**config.mk**
```make
export PLATFORM = sky130hd
export DESIGN_NAME = pc_sequencer
export DESIGN_NICKNAME = d
export VERILOG_FILES = /design/src/rtl/pc_sequencer.sv
export SDC_FILE = /design/constraint.sdc
export NUM_CORES = 1
export LEC_CHECK = 0
export ABC_AREA = 1
export BUFFER_PORTS_ARGS = -buffer_cell sky130_fd_sc_hd__buf_2
export CORE_ASPECT_RATIO = 0.75
export CORE_UTILIZATION = 53
export DETAILED_ROUTE_END_ITERATION = 6
export PLACE_DENSITY = 0.88
export SYNTH_ARGS = -nofsm -noshare
export SYNTH_HDL_FRONTEND = slang
export SYNTH_SLANG_ARGS = --single-unit
export TNS_END_PERCENT = 30
```
**constraint.sdc**
```tcl
create_clock -name clk -period 2.86 [get_ports clk]
set_input_delay 0.143 -clock clk [delete_from_list [all_inputs] [get_ports clk]]
set_output_delay 0.143 -clock clk [all_outputs]
set_load 0.005 [all_outputs]
```
**src/rtl/pc_sequencer.sv**
```systemverilog
`default_nettype none
// ============================================================================
// Module      : pc_sequencer
// Description : Next-PC selection with redirect priority, pending-redirect
//               capture across stalls, RUN/HALT control and activity counters.
// Revision    : 1.0  initial release
// ============================================================================
module pc_sequencer #(
   parameter logic [31:0] EXC_VECTOR = 32'h0000_0080
) (
   input  logic        clk,
   input  logic        rst_n,
   input  logic [31:0] pc,
   input  logic [31:0] pc_4,
   input  logic        stall,
   input  logic        imem_ready,
   input  logic        br_taken,
   input  logic [31:0] br_target,
   input  logic        jmp,
   input  logic [31:0] jmp_target,
   input  logic        jr,
   input  logic [31:0] jr_target,
   input  logic        exc,
   input  logic        halt_req,
   input  logic        resume,
   output logic [31:0] pc_new,
   output logic        pc_en,
   output logic        halted,
   output logic [31:0] adv_cnt,
   output logic [15:0] stall_cnt
);

   localparam logic [15:0] c_STALL_MAX = 16'hFFFF;

   typedef enum logic [0:0] {
      RUN  = 1'b0,
      HALT = 1'b1
   } state_t;

   state_t      r_state;
   state_t      w_state_nxt;
   logic        r_pend_valid;
   logic        w_pend_valid_nxt;
   logic [31:0] r_pend_target;
   logic [31:0] w_pend_target_nxt;
   logic [31:0] r_adv_cnt;
   logic [15:0] r_stall_cnt;

   logic        w_adv;
   logic        w_redir;
   logic [31:0] w_redir_tgt;
   logic        w_pc_en;
   logic [31:0] w_pc_new;

   // The next PC is built from pc_4 only; pc is carried for interface symmetry.
   logic        w_unused;
   assign w_unused = ^pc;

   always_comb begin
      w_adv   = !stall && imem_ready;
      w_redir = exc || jr || jmp || br_taken;
      if (exc)
         w_redir_tgt = EXC_VECTOR;
      else if (jr)
         w_redir_tgt = jr_target;
      else if (jmp)
         w_redir_tgt = jmp_target;
      else
         w_redir_tgt = br_target;
   end

   always_comb begin
      w_state_nxt       = r_state;
      w_pc_en           = 1'b0;
      w_pc_new          = pc_4;
      w_pend_valid_nxt  = r_pend_valid;
      w_pend_target_nxt = r_pend_target;

      case (r_state)
         RUN: begin
            w_pc_en = w_adv;
            if (w_redir)
               w_pc_new = w_redir_tgt;
            else if (r_pend_valid)
               w_pc_new = r_pend_target;

            if (w_adv) begin
               w_pend_valid_nxt = 1'b0;
            end else if (w_redir) begin
               w_pend_valid_nxt  = 1'b1;
               w_pend_target_nxt = w_redir_tgt;
            end

            if (halt_req)
               w_state_nxt = HALT;
         end

         HALT: begin
            // Only an exception may move the PC while halted; branches are dropped.
            if (exc) begin
               w_pc_en          = 1'b1;
               w_pc_new         = EXC_VECTOR;
               w_pend_valid_nxt = 1'b0;
               w_state_nxt      = RUN;
            end else begin
               if (r_pend_valid)
                  w_pc_new = r_pend_target;
               if (resume)
                  w_state_nxt = RUN;
            end
         end

         default: begin
            w_state_nxt = RUN;
         end
      endcase
   end

   always_ff @(posedge clk or negedge rst_n) begin
      if (!rst_n) begin
         r_state       <= RUN;
         r_pend_valid  <= 1'b0;
         r_pend_target <= 32'h0;
      end else begin
         r_state       <= w_state_nxt;
         r_pend_valid  <= w_pend_valid_nxt;
         r_pend_target <= w_pend_target_nxt;
      end
   end

   always_ff @(posedge clk or negedge rst_n) begin
      if (!rst_n) begin
         r_adv_cnt   <= 32'h0;
         r_stall_cnt <= 16'h0;
      end else begin
         if (w_pc_en)
            r_adv_cnt <= r_adv_cnt + 32'd1;
         if ((r_state == RUN) && !w_pc_en && (r_stall_cnt != c_STALL_MAX))
            r_stall_cnt <= r_stall_cnt + 16'd1;
      end
   end

   // Reset gates the outputs directly so the PC register stops without a clock.
   assign pc_en     = rst_n && w_pc_en;
   assign pc_new    = rst_n ? w_pc_new : pc_4;
   assign halted    = (r_state == HALT);
   assign adv_cnt   = r_adv_cnt;
   assign stall_cnt = r_stall_cnt;

endmodule
`default_nettype wire
```
After elaboration in Yosys (flattened, before gate mapping)
Cells that the tools add are included.
{ "word_totals": {"regBits": 82, "word_cells": 41, "output_inout_bits": 82} }
{ "op_classes": {"n_eq_ne": 3, "bitwise_logic": 2, "n_reduce_logical": 11, "addsub": 2, "n_mux": 18} }
{ "ops": {"columns": ["operator", "n"], "rows": [
  ["$mux 32", 7],
  ["$pmux 32 s2", 1],
  ["$add 32x1->32 const B", 1],
  ["$add 16x1->16 const B", 1],
  ["$ne 16x16->1 const B", 1],
  ["$mux 1", 7],
  ["$pmux 1 s2", 3],
  ["$logic_and 1x1->1", 4],
  ["$logic_or 1x1->1", 3],
  ["$ne 3x3->1 const B", 1],
  ["$reduce_and 3->1", 1],
  ["$logic_not 1->1", 2],
  ["$ne 2x2->1 const B", 1],
  ["$not 1->1", 2],
  ["$reduce_and 2->1", 1]
]} }

Logic depth before layout (Yosys ltp)
{ "depth": {"word_depth": 6, "ltp_mapped": 10} }

Least setup slack after synthesis
OpenSTA, ideal clock, no wires.
{ "synth_path": {"path_type": "register -> register", "from": "register r_stall_cnt[0], in the netlist stall_cnt[0]", "to": "register r_stall_cnt[3], in the netlist stall_cnt[3]", "arrival_ns": 1.404, "stages_incl_launch_ff": 10, "setup_time_ns": 0.118, "slack_ns": 1.338, "cell_sequence": "dfrtp_1 -> ha_1 -> nand3_1 -> nor2_2 -> nand2_1 -> nand2_2 -> nand2_4 -> buf_6 -> nand2_1 -> o21ai_2"} }
{ "synth_between": {"elab_chain_cells": 2, "elab_cells_between_ends": 3, "cone_classes": "1 x add/sub; 1 x eq/ne; 1 x reduce/logical"} }
{ "synth_rtl": {"columns": ["element", "line_no", "text"], "rows": [
  ["start: declaration", "47", "logic [15:0] r_stall_cnt;"],
  ["start signal: assignment", "139", "r_stall_cnt <= r_stall_cnt + 16'd1;"],
  ["branches (longest 2 deep; another with $add 16x1->16)", null, null]
]} }
Several ways; the timed one is not identified.
A chain may end at the register's enable or synchronous reset.

Final worst setup path
{ "layout_path": {"from": "register r_state, in the netlist halted", "to": "output port pc_new[19]"} }
{ "layout_between": {"elab_chain_cells": 3} }
{ "layout_rtl": {"columns": ["element", "line_no", "text"], "rows": [
  ["start: declaration", "40", "state_t r_state;"],
  ["start signal: assignment", "125", "r_state <= w_state_nxt;"],
  ["$not 1->1 (no source line)", null, null],
  ["$pmux 32 s2 *", "79", "case (r_state)"],
  ["$mux 32 *", "145", "assign pc_new = rst_n ? w_pc_new : pc_4;"],
  ["end: declaration", "26", "output logic [31:0] pc_new,"]
]} }
Every way passes the cells marked *; elsewhere a longest branch is shown, timed or not.

==> flow_results.xml <==
<?xml version="1.0" encoding="UTF-8"?>
<metrics>
  <group name="worst_setup_path">
    <metric name="r2r_start" unit="">halted</metric>
    <metric name="critical_path.max_fanout" unit="">40</metric>
    <metric name="startpoint" unit="">halted</metric>
    <metric name="cp.buffers_inverters" unit="">3</metric>
    <metric name="worst_ep_arrival_time" unit="ps">2220</metric>
    <metric name="cp_slowest_stage_delay" unit="ps">460</metric>
    <metric name="worst-r2r-setup-slack" unit="ps">900</metric>
    <metric name="critPathRequiredTime" unit="ps">2720</metric>
    <metric name="crit_path_top_delay_cell" unit="">inv_2</metric>
    <metric name="end_kind" unit="">output pin</metric>
    <metric name="crit_path_start_kind" unit="">flop</metric>
    <metric name="critical_path_class" unit="">flop to output pin</metric>
    <metric name="worst_path_dominant_cell_family" unit="">buffers and inverters</metric>
    <metric name="crit_path_cell_trace" unit="">inv_1 -&gt; nand2_4 -&gt; inv_2 -&gt; o21ai_0 -&gt; o21ai_1 -&gt; buf_2</metric>
  </group>
  <group name="global_routing">
    <metric name="grt-busiest-layer" unit="">met2</metric>
    <metric name="via_count_of_the_first_global_routing_pass" unit="">5696</metric>
    <metric name="use_met2" unit="">0.481</metric>
    <metric name="grt_first_pass_wirelength" unit="mm">26.9</metric>
    <metric name="initial_antenna_violation_count" unit="">0</metric>
    <metric name="grt_use_met3" unit="">0.0530</metric>
    <metric name="groute.layer.met1.usage" unit="">0.409</metric>
    <metric name="grt_remaining_overflow" unit="">0</metric>
    <metric name="track_usage" unit="">0.301</metric>
    <metric name="maximum_number_of_pins_on_one_net_before_global_route_repair" unit="">71</metric>
  </group>
  <group name="placement">
    <metric name="placement.setup.worst_slack" unit="ps">817</metric>
    <metric name="placed_cell_area" unit="µm²">6950</metric>
    <metric name="detailed_place_hpwl" unit="mm">12.3</metric>
    <metric name="place.detailed.instances" unit="">1202</metric>
    <metric name="place.port_buffers" unit="">219</metric>
    <metric name="gpl.final_weighted_congestion" unit="">0.885</metric>
  </group>
  <group name="power">
    <metric name="static-leakage-power" unit="nW">3.63</metric>
    <metric name="cellPowerDensity" unit="nW/µm²">526</metric>
    <metric name="comb_power_share" unit="">0.297</metric>
    <metric name="net_sw_frac" unit="">0.342</metric>
    <metric name="maximum_vdd_drop" unit="mV">0.386</metric>
    <metric name="power.share.sequential" unit="">0.397</metric>
    <metric name="total_switching_power" unit="W">0.00131</metric>
    <metric name="relative_contribution_of_the_clock_network_to_total_power" unit="">0.306</metric>
    <metric name="internal_cell_power" unit="W">0.00252</metric>
  </group>
  <group name="clocking">
    <metric name="clk_path_buf_depth" unit="">2</metric>
    <metric name="cts_made_buffers" unit="">9</metric>
    <metric name="clkLatencyLatePin" unit="ps">330</metric>
    <metric name="root_buffer" unit="">clkbuf_16</metric>
    <metric name="cts_htree_levels" unit="">3</metric>
    <metric name="clock_tree_from_tritoncts" unit="">done</metric>
    <metric name="postCtsSetupRepairBufs" unit="">0</metric>
    <metric name="cts_num_sinks" unit="">82</metric>
    <metric name="cts.clk_slew.worst_paths" unit="ps">70</metric>
  </group>
  <group name="timing">
    <metric name="maxClockFrequency" unit="GHz">0.424</metric>
    <metric name="final.period_utilization" unit="">0.825</metric>
    <metric name="min_setup_slack_post_route" unit="ps">501</metric>
    <metric name="min_period" unit="ps">2360</metric>
    <metric name="pin_slew_with_the_least_headroom_to_its_limit" unit="ps">893</metric>
    <metric name="setup_viol_count_final" unit="">0</metric>
    <metric name="skew" unit="ps">12.0</metric>
    <metric name="grt_setup_unrepaired" unit="">no</metric>
    <metric name="timing.max_slew.rel_slack" unit="">0.405</metric>
    <metric name="max_slew_violations" unit="">0</metric>
    <metric name="total_negative_setup_slacks" unit="ps">0</metric>
    <metric name="timing.final.hold_violations" unit="">0</metric>
  </group>
  <group name="die">
    <metric name="num_rows" unit="">32</metric>
    <metric name="die_h" unit="µm">92.9</metric>
    <metric name="initial_utilization" unit="">0.556</metric>
    <metric name="floorplan.core_area" unit="µm²">10500</metric>
    <metric name="io-pin-count" unit="">252</metric>
    <metric name="fp.dieW" unit="µm">123</metric>
    <metric name="die_area" unit="µm²">11400</metric>
  </group>
  <group name="synthesis">
    <metric name="syn_nets" unit="">1053</metric>
    <metric name="avgSynthCellArea" unit="µm²">6.62</metric>
    <metric name="synthesis.area" unit="µm²">5830</metric>
    <metric name="synth_edf_count" unit="">0</metric>
    <metric name="yosysSeqAreaShare" unit="">0.352</metric>
    <metric name="netlist_instances" unit="">881</metric>
    <metric name="synthFlopType" unit="">dfrtp_1</metric>
    <metric name="yosysUniqueCellTypes" unit="">36</metric>
    <metric name="ys_warnings" unit="">0</metric>
    <metric name="yosys_register_bits" unit="">82</metric>
    <metric name="ys_async_sr_fraction" unit="">1.00</metric>
  </group>
  <group name="routing">
    <metric name="final_wirelength" unit="mm">17.0</metric>
    <metric name="avgRoutedWirePerCell" unit="µm">13.9</metric>
    <metric name="num_vias" unit="">6558</metric>
    <metric name="detailedRoute.firstPassIterationCount" unit="">5</metric>
    <metric name="drt-vias-per-instance" unit="">5.38</metric>
    <metric name="ant_nets" unit="">0</metric>
    <metric name="drc" unit="">0</metric>
    <metric name="drt_iter0_markers" unit="">420</metric>
  </group>
  <group name="hold_path">
    <metric name="timing.hold.worst.start" unit="">halt_req</metric>
    <metric name="hold_path.class" unit="">input pin to flop</metric>
  </group>
  <group name="cells_and_area">
    <metric name="fin_util" unit="">0.694</metric>
    <metric name="drive_gt1_frac" unit="">0.260</metric>
    <metric name="postLayoutCellArea" unit="µm²">7280</metric>
    <metric name="area_delta_synth_final" unit="%">24.8</metric>
    <metric name="leading_cell_type_in_the_layout_fill_and_taps_excluded" unit="">nand2_1</metric>
    <metric name="final_cells" unit="">1220</metric>
    <metric name="diodes" unit="">0</metric>
    <metric name="design.final.nets" unit="">1251</metric>
    <metric name="commonest_cells_after_routing_fill_and_taps_aside" unit="">228 x nand2_1, 218 x buf_2, 148 x o21ai_0</metric>
  </group>
  <group name="job">
    <metric name="maxCapViolations" unit="">0</metric>
  </group>
  <group name="status">
    <metric name="run_status" unit="">finished clean</metric>
  </group>
</metrics>
[tightest hold or removal path: cells and delay by family]
family                 cells  cell delay, ps
and+or+nand+nor            1              40
buffers and inverters      1              70
AOI/OAI and AO/OA          1              50
[power by group through the flow]
stage,Combinational [W],Sequential (W),Clock (W)
after global routing,0.00130,0.00155,0.00124
after CTS,0.00114,0.00151,0.00119
final,0.00114,0.00152,0.00117
after global placement,0.00110,0.00153,0
after detailed placement,0.00113,0.00153,0
after floorplan,0.000717,0.00151,0
[cells by family after synthesis]
kind of cell    synth area share
flops                      0.352
fa+ha+maj                0.00429
simple gates               0.328
compound gates             0.180
xor+xnor                  0.0390
buf+inv                   0.0976
[metal layers]
| layer | routed length, µm | vias to the layer above | part of all wire |
|---|---|---|---|
| met5 | 0 | - | 0 |
| met4 | 480 | 0 | 0.028 |
| met3 | 1340 | 41 | 0.079 |
| met2 | 7670 | 285 | 0.45 |
| met1 | 7460 | 3000 | 0.44 |
| li1 | - | 3232 | - |
[cell usage after synthesis (all sizes together), types with 2 or more instances]
library cell	count	share of area
nand3	65	0.060
nand4	11	0.014
nor2	111	0.082
clkbuf	20	0.014
o21ai	193	0.17
nand3b	4	0.0051
nor3	6	0.0060
xor2	18	0.027
nand2	237	0.16
inv	91	0.059
dfrtp	82	0.35
xnor2	8	0.012
buf	22	0.025
ha	2	0.0043
a21oi	5	0.0043
[metrics by stage]
stage          hold WS, ps  power, W
2_1_floorplan         -153   0.00223
3_3_place_gp          19.1   0.00263
3_5_place_dp          20.8   0.00267
4_1_cts               1.58   0.00385
5_1_grt               37.7   0.00408
6_report              15.1   0.00383
[final timing paths]
| kind | endpoint | depth (start not counted) |
|---|---|---|
| min in group asynchronous | stall_cnt[0] | 2 |
| min reg2reg | adv_cnt[19] | 1 |
| max in group asynchronous | adv_cnt[19] | 3 |
| min | halted | 3 |
| max | pc_new[19] | 6 |
| max reg2reg | r_pend_target[0] | 6 |
[flip-flops by register name (all words and copies together) (netlist names)]
| name | flops |
|---|---|
| adv_cnt | 32 |
| r_pend_valid | 1 |
| halted | 1 |
| r_pend_target | 32 |
| stall_cnt | 16 |
[layout make-up]
cell class / count / area, µm²
Multi-Input combinational cell: 665 / 3210
Clock buffer: 11 / 243
Sequential cell: 82 / 2050
Timing Repair Buffer: 229 / 1190
Fill cell: 948 / 3210
Clock inverter: 5 / 62.6
Inverter: 92 / 347
Tap cell: 136 / 170
[what timing repair did]
item / in CTS / in global routing
hold buffers: 2 / 0
resized for setup: 0 / 0
hold endpoints to repair: 13 / 0
Note: power is estimated with default switching activity, not from simulation.
